[src/rtl/ahbl_gpio_pkg.sv]
// Shared constants for the AHB-Lite GPIO bank: register word offsets (HADDR[4:2]),
// HTRANS encodings and the OKAY response code.
package ahbl_gpio_pkg;

  localparam logic [2:0] OFF_DATAIN  = 3'd0;
  localparam logic [2:0] OFF_DATAOUT = 3'd1;
  localparam logic [2:0] OFF_DIR     = 3'd2;
  localparam logic [2:0] OFF_IM      = 3'd3;
  localparam logic [2:0] OFF_EDGE    = 3'd4;
  localparam logic [2:0] OFF_POL     = 3'd5;

  typedef enum logic [1:0] {
    HTRANS_IDLE   = 2'b00,
    HTRANS_BUSY   = 2'b01,
    HTRANS_NONSEQ = 2'b10,
    HTRANS_SEQ    = 2'b11
  } htrans_e;

  localparam logic HRESP_OKAY = 1'b0;

endpackage

[src/rtl/gpio_sync.sv]
// Vector-wide STAGES-deep flop synchronizer for asynchronous pad inputs.
// Latency STAGES cycles; no flow control. Synchronous active-high reset clears every stage.
module gpio_sync #(
  parameter int WIDTH  = 32,
  parameter int STAGES = 2
) (
  input  logic             i_clk,
  input  logic             i_rst,
  input  logic [WIDTH-1:0] i_d,
  output logic [WIDTH-1:0] o_q
);

  logic [WIDTH-1:0] r_sync [STAGES];

  always_ff @(posedge i_clk) begin
    if (i_rst) begin
      for (int i = 0; i < STAGES; i++) r_sync[i] <= '0;
    end else begin
      r_sync[0] <= i_d;
      for (int i = 1; i < STAGES; i++) r_sync[i] <= r_sync[i-1];
    end
  end

  assign o_q = r_sync[STAGES-1];

endmodule

[src/rtl/ahbl_gpio.sv]
// AHB-Lite zero-wait-state GPIO bank (out, oe, synchronized in); writes land 1 cycle after accept, never stalls.
// Edge detect / IM / EDGE / POL / IRQ are built only when AHBL_GPIO_IRQ_EN is defined.
module ahbl_gpio
  import ahbl_gpio_pkg::*;
#(
  parameter int WIDTH       = 32,
  parameter int SYNC_STAGES = 2
) (
  input  logic             HCLK,
  input  logic             HRESET,
  input  logic             HSEL,
  input  logic [31:0]      HADDR,
  input  logic [1:0]       HTRANS,
  input  logic             HWRITE,
  input  logic [2:0]       HSIZE,
  input  logic             HREADY,
  input  logic [31:0]      HWDATA,
  output logic [31:0]      HRDATA,
  output logic             HREADYOUT,
  output logic             HRESP,
  output logic [WIDTH-1:0] GPIO_OUT,
  output logic [WIDTH-1:0] GPIO_OE,
  input  logic [WIDTH-1:0] GPIO_IN,
  output logic             IRQ
);

  logic             w_accept;
  logic [WIDTH-1:0] w_wdat;
  logic [WIDTH-1:0] w_sync;
  logic [WIDTH-1:0] w_rd;
  logic             w_unused;

  logic             r_we;
  logic             r_re;
  logic [2:0]       r_off;
  logic [WIDTH-1:0] r_dataout;
  logic [WIDTH-1:0] r_dir;

  assign w_accept  = HSEL & HTRANS[1] & HREADY;
  assign w_wdat    = HWDATA[WIDTH-1:0];
  assign HREADYOUT = 1'b1;
  assign HRESP     = HRESP_OKAY;
  assign GPIO_OUT  = r_dataout;
  assign GPIO_OE   = r_dir;
  assign w_unused  = ^{HSIZE, HADDR[31:5], HADDR[1:0], HTRANS[0], HWDATA};

  gpio_sync #(.WIDTH(WIDTH), .STAGES(SYNC_STAGES)) u_sync (
    .i_clk (HCLK),
    .i_rst (HRESET),
    .i_d   (GPIO_IN),
    .o_q   (w_sync)
  );

  // Reset takes priority, so a transfer whose data phase overlaps reset is dropped.
  always_ff @(posedge HCLK) begin
    if (HRESET) begin
      r_we      <= 1'b0;
      r_re      <= 1'b0;
      r_off     <= '0;
      r_dataout <= '0;
      r_dir     <= '0;
    end else begin
      r_we <= w_accept & HWRITE;
      r_re <= w_accept & ~HWRITE;
      if (w_accept) r_off <= HADDR[4:2];
      if (r_we && r_off == OFF_DATAOUT) r_dataout <= w_wdat;
      if (r_we && r_off == OFF_DIR)     r_dir     <= w_wdat;
    end
  end

`ifdef AHBL_GPIO_IRQ_EN
  logic [WIDTH-1:0] r_sync_d;
  logic [WIDTH-1:0] r_im;
  logic [WIDTH-1:0] r_edge;
  logic [WIDTH-1:0] r_pol;
  logic             r_irq;
  logic [WIDTH-1:0] w_event;
  logic [WIDTH-1:0] w_clr;

  assign w_event = (~r_pol & w_sync & ~r_sync_d) | (r_pol & ~w_sync & r_sync_d);
  assign w_clr   = (r_we && r_off == OFF_EDGE) ? w_wdat : '0;

  // A fresh event beats a simultaneous W1C so no edge is ever lost.
  always_ff @(posedge HCLK) begin
    if (HRESET) begin
      r_sync_d <= '0;
      r_im     <= '0;
      r_edge   <= '0;
      r_pol    <= '0;
      r_irq    <= 1'b0;
    end else begin
      r_sync_d <= w_sync;
      if (r_we && r_off == OFF_IM)  r_im  <= w_wdat;
      if (r_we && r_off == OFF_POL) r_pol <= w_wdat;
      r_edge <= (r_edge & ~w_clr) | w_event;
      r_irq  <= |(r_edge & r_im);
    end
  end

  assign IRQ = r_irq;
`else
  assign IRQ = 1'b0;
`endif

  always_comb begin
    w_rd   = '0;
    HRDATA = '0;
    if (r_re) begin
      case (r_off)
        OFF_DATAIN:  w_rd = w_sync;
        OFF_DATAOUT: w_rd = r_dataout;
        OFF_DIR:     w_rd = r_dir;
`ifdef AHBL_GPIO_IRQ_EN
        OFF_IM:      w_rd = r_im;
        OFF_EDGE:    w_rd = r_edge;
        OFF_POL:     w_rd = r_pol;
`endif
        default:     w_rd = '0;
      endcase
    end
    HRDATA[WIDTH-1:0] = w_rd;
  end

endmodule

[config.mk]
export PLATFORM = sky130hd
export DESIGN_NAME = ahbl_gpio
export DESIGN_NICKNAME = d
export VERILOG_FILES = /design/src/rtl/ahbl_gpio_pkg.sv /design/src/rtl/gpio_sync.sv /design/src/rtl/ahbl_gpio.sv
export SDC_FILE = /design/constraint.sdc
export NUM_CORES = 1
export LEC_CHECK = 0
export CAP_MARGIN = 15
export CORE_MARGIN = 8
export CORE_UTILIZATION = 39
export DETAILED_ROUTE_END_ITERATION = 8
export PLACE_DENSITY = 0.81
export RECOVER_POWER = 100
export SLEW_MARGIN = 0
export SYNTH_ARGS = -nofsm -noshare
export SYNTH_HDL_FRONTEND = slang
export SYNTH_SLANG_ARGS = --single-unit
[constraint.sdc]
create_clock -name HCLK -period 1.15 [get_ports HCLK]
set_input_delay 0.1725 -clock HCLK [delete_from_list [all_inputs] [get_ports HCLK]]
set_output_delay 0.1725 -clock HCLK [all_outputs]
set_load 0.1 [all_outputs]
==> impl_metrics.csv, run 1 <==
group,metric,value,unit
critical_path,critPathLaunch,"r_off[1]",
timing,hold_viol,0,
final_layout,drive_above_1_share,47.7,%
route,drc_errors,0,
critical_path,r2r_cells,5,
critical_path,critical_path_arrival,1.77,ns
hold_path,hold_class,"in -> reg",
yosys,yosysWarnings,0,
timing,slew_headroom,35.7,%
timing,drv_slew,0,
pwr,p_sw_share,21.7,%
cts,clk_latency,0.40,ns
yosys,ys_seq_area_share,52.5,%
critical_path,crit_type,"reg -> out",
critical_path,crit_required,0.98,ns
yosys,synth_seq_cells,133,
floorplanning,core,12700,µm²
route,drt_iter0_drc,350,
critical_path,cp_max_fo,33,
yosys,netlist_instances,577,
yosys,synth_cell_types,26,
cts,tritoncts.num_buffers,17,
critical_path,path_common_cell,"buf_12",
grt,grt_pass1_wl,29000,µm
cts,ctsLongestPathBuffers,2,
critical_path,critical_path.max_stage_delay,0.38,ns
timing,period_minus_slack,1.94,ns
critical_path,startpoint_type,"flop",
pwr,peakVddDrop,1300,µV
place,pre_cts_slack,-0.379,ns
grt,grt_pass1_vias,5443,
timing,setup_viol,163,
cts,cts_hold_buffers,0,
route,top_layer,"met4",
grt,grt_max_degree,44,
critical_path,rrSetupSlack,-0.37,ns
floorplanning,die_x,130,µm
yosys,synthFlopType,"dfxtp_1",
route,wl_met2,10300,µm
critical_path,path_cells,"buf_12, nor2b_1, a211oi_1, buf_4, a211oi_4, buf_12",
yosys,syn-cell-area,5080,µm²
grt,antenna_found_initial,0,
place,gp_congestion,0.831,
timing,post-route-period-util,169,%
route,dr_wl_met3,1490,µm
critical_path,cp_slowest_cell,"dfxtp_4",
pwr,seqPwrFrac,42.8,%
cts,root_buffer,"clkbuf_16",
route,wire_per_inst,19.2,µm
route,firstDrtPassIters,5,
timing,fin_worst_skew,0.00945,ns
floorplanning,dieHeight,130,µm
cts,htreeDepth,4,
route,drt-met1-wl,6890,µm
route,detail-route-antenna-nets,0,
final_layout,area_growth,101,%
timing,fmax,0.514,GHz
critical_path,end_kind,"primary output",
yosys,synth_edf_count,0,
floorplanning,die_area,16900,µm²
floorplanning,start_util,40.1,%
floorplanning,io-pin-count,205,
yosys,synth_top_area_cell,"dfxtp_1",
final_layout,layout.nets,922,
route,vias_per_cell,5.06,
timing,tightestPinTransition,0.964,ns
yosys,synth_top_cell_area_share,52.5,%
run_status,status,"complete, but fails checks",
yosys,yosys-top-cells-area,"dfxtp_1 (52%), nor2b_1 (11%), nand2_1 (10%), a211oi_1 (6.5%), a21oi_1 (6.3%)",
critical_path,r2r-end,"GPIO_OE[19]",
grt,grt_use_total,22.3,%
pwr,pwr-share-clk,48.7,%
yosys,syn_avg_cell_area,8.80,µm²
pwr,power.leakage,3.67,nW
critical_path,endpoint,"HRDATA[3]",
place,port_buffers,168,
cts,path_clk_slew,0.05,ns
timing,rsz0062_at_grt,"yes",
place,hpwl,13200,µm
timing,fin_ws,-0.795,ns
critical_path,reg2reg_from,"r_off[1]",
route,totalWireLength,19200,µm
job,cap_violations,0,
pwr,pwr-share-comb,8.5,%
yosys,synth-async-reset-ratio,0,%
pwr,power_density,1090,nW/µm²
final_layout,n_antenna_cell,0,
cts,cts_sinks,133,
timing,tns,-42.37,ns
timing,timing.hold.ws,0.180,ns
grt,grt-ovfl-total,0,
floorplanning,row_count,41,
cts,cts_tree,"done",
pwr,switchingPower,0.00240,W
run_status,violations,"negative setup slack",
pwr,internal_power,0.00868,W
route,vias,5062,
hold_path,worstHoldStart,"HRESET",
[metrics by stage]
| step | cells | power (W) | area, µm² | utilization (%) |
|---|---|---|---|---|
| final | 1000 | 0.0111 | 10200 | 80.5 |
| after global routing | 1000 | 0.0114 | 10200 | 80.5 |
| after CTS | 996 | 0.0111 | 10000 | 78.9 |
| after floorplan | 578 | 0.00528 | 5630 | - |
| after detailed placement | 960 | 0.00575 | 8990 | 71.0 |
| after global placement | 960 | 0.00572 | 8990 | 71.0 |
[sequential cells by signal (all words and copies together), names as in the netlist]
name	flops
u_sync.r_sync	64
GPIO_OE	32
GPIO_OUT	32
r_off	3
r_re	1
r_we	1
[layout make-up]
cell class | instances | area [µm²]
clock buffer | 21 | 460
clock inverter | 10 | 131
fill | 705 | 2470
multi-input combinational | 394 | 2800
sequential | 133 | 2770
tap | 172 | 215
timing repair buffer | 270 | 3830
[layout by cell type, fill, tap and decap left out, types with 18 or more instances in the layout]
cell,netlist,layout
nand2_1,139,128
buf_12,0,109
nor2b_1,86,77
dfxtp_1,133,66
clkdlybuf4s50_1,0,63
dfxtp_2,0,58
buf_6,3,45
a21oi_2,0,41
buf_4,10,34
a21oi_1,64,23
nand2b_1,22,22
a211oi_4,0,22
a211oi_1,44,20
clkbuf_16,0,18
[worst max-delay path: cells and delay by family (launching register included)]
| family | cells | cell delay [ns] |
|---|---|---|
| DFF | 1 | 0.38 |
| and+or+nand+nor | 1 | 0.16 |
| AOI/OAI and AO/OA | 2 | 0.30 |
| buffers and inverters | 3 | 0.53 |
[kinds of logic (layout without fill, tap and decap cells)]
group | Yosys count | in the layout | synth area share [%]
muxes | 13 | 13 | 2.56
and+or+nand+nor | 260 | 260 | 25.6
AOI/OAI and AO/OA | 118 | 118 | 13.8
other | 2 | 3 | 0.148
buffers and inverters | 51 | 301 | 5.42
DFF | 133 | 133 | 52.5
[how the worst min path moves through the flow]
stage,to,slack [ns],depth (start not counted)
after floorplan,r_re,0.25,1
after global placement,u_sync.r_sync[0][57],0.42,1
after detailed placement,u_sync.r_sync[0][40],0.42,1
after CTS,GPIO_OUT[21],0.04,2
after global routing,u_sync.r_sync[0][10],0.21,2
final,u_sync.r_sync[0][10],0.18,2
[synth_stat cells (2+ instances only)]
| master | instances |
|---|---|
| a21oi_1 | 64 |
| buf_6 | 3 |
| dfxtp_1 | 133 |
| nand2_1 | 139 |
| buf_2 | 18 |
| nor2b_1 | 86 |
| nor2_1 | 3 |
| nand2b_1 | 22 |
| buf_1 | 2 |
| mux2i_1 | 13 |
| o21ai_1 | 5 |
| a211oi_1 | 44 |
| conb_1 | 2 |
| nand4bb_1 | 2 |
| buf_4 | 10 |
| clkbuf_1 | 17 |
| o21ai_0 | 5 |
[what timing repair did]
action                     CTS  global route
buffers inserted             2             3
pin swaps                    0            16
cloned                       3             1
resized for setup           81            57
setup endpoints to repair  141           148
[metal layers]
metal / vias up / GRT usage [%]
li1: 2353 / -
met1: 2435 / 23.4
met2: 226 / 40.8
met3: 48 / 6.08
met4: 0 / 9.84
met5: - / 0
[power groups by stage]
| stage | Sequential [W] | Clock [W] | Combinational, W |
|---|---|---|---|
| finish | 0.00474 | 0.00540 | 0.000943 |
| floorplan | 0.00485 | 0 | 0.000427 |
| CTS | 0.00475 | 0.00542 | 0.000928 |
| global route | 0.00475 | 0.00566 | 0.000990 |
| global placement | 0.00484 | 0 | 0.000877 |
| detailed placement | 0.00485 | 0 | 0.000899 |
(Power assumes the default switching activity.)
==> inputs of run 2 (changes only) <==
- CORE_MARGIN: 8 -> unset
- RECOVER_POWER: 100 -> unset
==> run 2 against run 1 <==
  * The run still ends with negative setup slack left
  * Clock power is 16% higher
  * Sequential power barely moved
  * Count of clock-buffer cells in the layout grew 2
  * Wire length rose by 17%
  * Register-to-register slack got worse by 0.16 ns
  * Largest power group unchanged
  * Setup slack got worse by 0.22 ns
  * Combinational power rose by 11%
  * Worst hold slack got worse by 0.046 ns
==> impl_metrics.csv, run 2 (same netlist as run 1, synthesis figures left out) <==
group,metric,value,unit
timing,fmax,0.463,GHz
pwr,switchingPower,0.00269,W
grt,grt_use_total,29.6,%
critical_path,path_common_cell,"buf_12",
place,pre_cts_slack,-0.401,ns
floorplanning,row_count,41,
route,vias_per_cell,5.36,
timing,tightestPinTransition,0.584,ns
critical_path,cp_max_fo,30,
grt,grt_max_degree,34,
route,vias,5460,
final_layout,multi_input_area,2920,µm²
final_layout,drive_above_1_share,52.2,%
final_layout,num-fill-cells,607,
pwr,peakVddDrop,1030,µV
place,gp_congestion,0.847,
timing,drv_slew,0,
critical_path,cp_top_family,"compound AO/OA/AOI/OAI gates",
critical_path,critical_path_arrival,1.99,ns
pwr,power.leakage,3.95,nW
place,port_buffers,168,
grt,grt_pass1_wl,29200,µm
job,cap_violations,0,
route,wire_per_inst,22.0,µm
final_layout,area_growth,110,%
cts,ctsLongestPathBuffers,2,
place,dp_cells,958,
pwr,pwr-share-comb,8.7,%
critical_path,end_kind,"primary output",
place,hpwl,12000,µm
timing,slew_headroom,60.9,%
floorplanning,io-pin-count,205,
floorplanning,die_x,116,µm
cts,htreeDepth,4,
cts,path_clk_slew,0.06,ns
final_layout,top_register,"u_sync.r_sync",
run_status,status,"complete, but fails checks",
pwr,pwr-share-clk,51.9,%
cts,tritoncts.num_buffers,17,
route,totalWireLength,22400,µm
timing,rsz0062_at_grt,"yes",
critical_path,r2r_cells,7,
floorplanning,start_util,40.1,%
critical_path,startpoint_type,"flop",
final_layout,layout.nets,939,
grt,antenna_found_initial,0,
hold_path,hold_depth,2,
floorplanning,die_area,13500,µm²
critical_path,crit_required,0.98,ns
pwr,p_sw_share,22.3,%
pwr,internal_power,0.00934,W
route,firstDrtPassIters,5,
timing,post-route-period-util,188,%
timing,period_minus_slack,2.16,ns
critical_path,critical_path.max_stage_delay,0.52,ns
floorplanning,core,12700,µm²
grt,grt-ovfl-total,0,
final_layout,finalInstanceArea,10600,µm²
timing,tns,-54.63,ns
timing,timing.hold.ws,0.134,ns
hold_path,hold_class,"in -> reg",
cts,root_buffer,"clkbuf_16",
place,placed_area,9010,µm²
pwr,seqPwrFrac,39.3,%
final_layout,seq_area,2790,µm²
final_layout,largest_reg_flops,64,
route,drt_iter0_drc,337,
critical_path,crit_type,"reg -> out",
final_layout,final_cell_mix,"buf_12 (111), nand2_1 (108), nor2b_1 (81)",
critical_path,cp_slowest_cell,"a211oi_1",
final_layout,final_common_cell,"buf_12",
route,drc_errors,0,
pwr,power_density,1130,nW/µm²
critical_path,cp.depth,5,
run_status,violations,"negative setup slack",
cts,cts_sinks,133,
cts,cts_tree,"done",
timing,hold_viol,0,
final_layout,n_antenna_cell,0,
cts,clk_latency,0.42,ns
critical_path,worst-path-buf-inv,2,
grt,grt_pass1_vias,5405,
final_layout,final_cells,1018,
cts,cts_hold_buffers,0,
route,detail-route-antenna-nets,0,
floorplanning,dieHeight,116,µm
timing,fin_worst_skew,0.0106,ns
timing,setup_viol,145,
timing,fin_ws,-1.01,ns
critical_path,path_cells,"buf_12, nor2b_1, a211oi_1, a211oi_4, buf_12",
## run 2: cell types whose count changed in the layout (fill, tap and decap cells not counted), moves of 5 or more
cell,previous run,this run
nand2_2,11,20
buf_4,34,45
dfxtp_4,9,17
nand2_1,128,108
dlygate4sd3_1,8,0
buf_6,45,52
clkdlybuf4s50_1,63,71
clkinv_2,5,0
nand2_4,0,11
dfxtp_2,58,49
## run 2: repair_timing
| item | in CTS | in global routing |
|---|---|---|
| pin swaps | 21 | 8 |
| gates resized for setup | 96 | 115 |
| gates cloned | 6 | 1 |
| setup endpoints to repair | 146 | 158 |
| buffers inserted | 14 | 32 |
## run 2: metrics by stage
step	utilization [%]	total power [W]
final	84.0	0.0120
after global routing	84.0	0.0123
after CTS	80.9	0.0119
after detailed placement	71.1	0.00577
after global placement	71.1	0.00574
after floorplan	-	0.00528
## run 2: final timing paths
check	end	startpoint	slack, ns
setup / recovery	HRDATA[4]	r_off[1]	-1.01
hold / removal	u_sync.r_sync[0][14]	HRESET	0.13
setup reg to reg	GPIO_OUT[9]	r_off[0]	-0.53
hold reg to reg	u_sync.r_sync[0][55]	u_sync.r_sync[0][23]	0.43
## run 2: per-layer routing
| layer | wire (µm) | global-route usage, % | vias up |
|---|---|---|---|
| met2 | 11900 | 54.1 | 309 |
| met1 | 7890 | 32.1 | 2667 |
| met3 | 1450 | 7.17 | 93 |
| met4 | 1140 | 13.4 | 0 |
| li1 | - | - | 2391 |
| met5 | 0 | 0 | - |
## run 2: final cells by class
cell class	count	area share [%]
sequential	133	26.2
clock buffer	23	4.98
multi-input combinational	394	27.5
tap	172	2.02
timing repair buffer	287	37.8
clock inverter	9	1.50
## run 2: power by group through the flow
stage / clock, W / sequential, W / combinational (W)
4_1_cts: 0.00618 / 0.00474 / 0.000978
3_3_place_gp: 0 / 0.00484 / 0.000893
2_1_floorplan: 0 / 0.00485 / 0.000427
5_1_grt: 0.00649 / 0.00473 / 0.00109
6_report: 0.00624 / 0.00473 / 0.00105
3_5_place_dp: 0 / 0.00485 / 0.000918
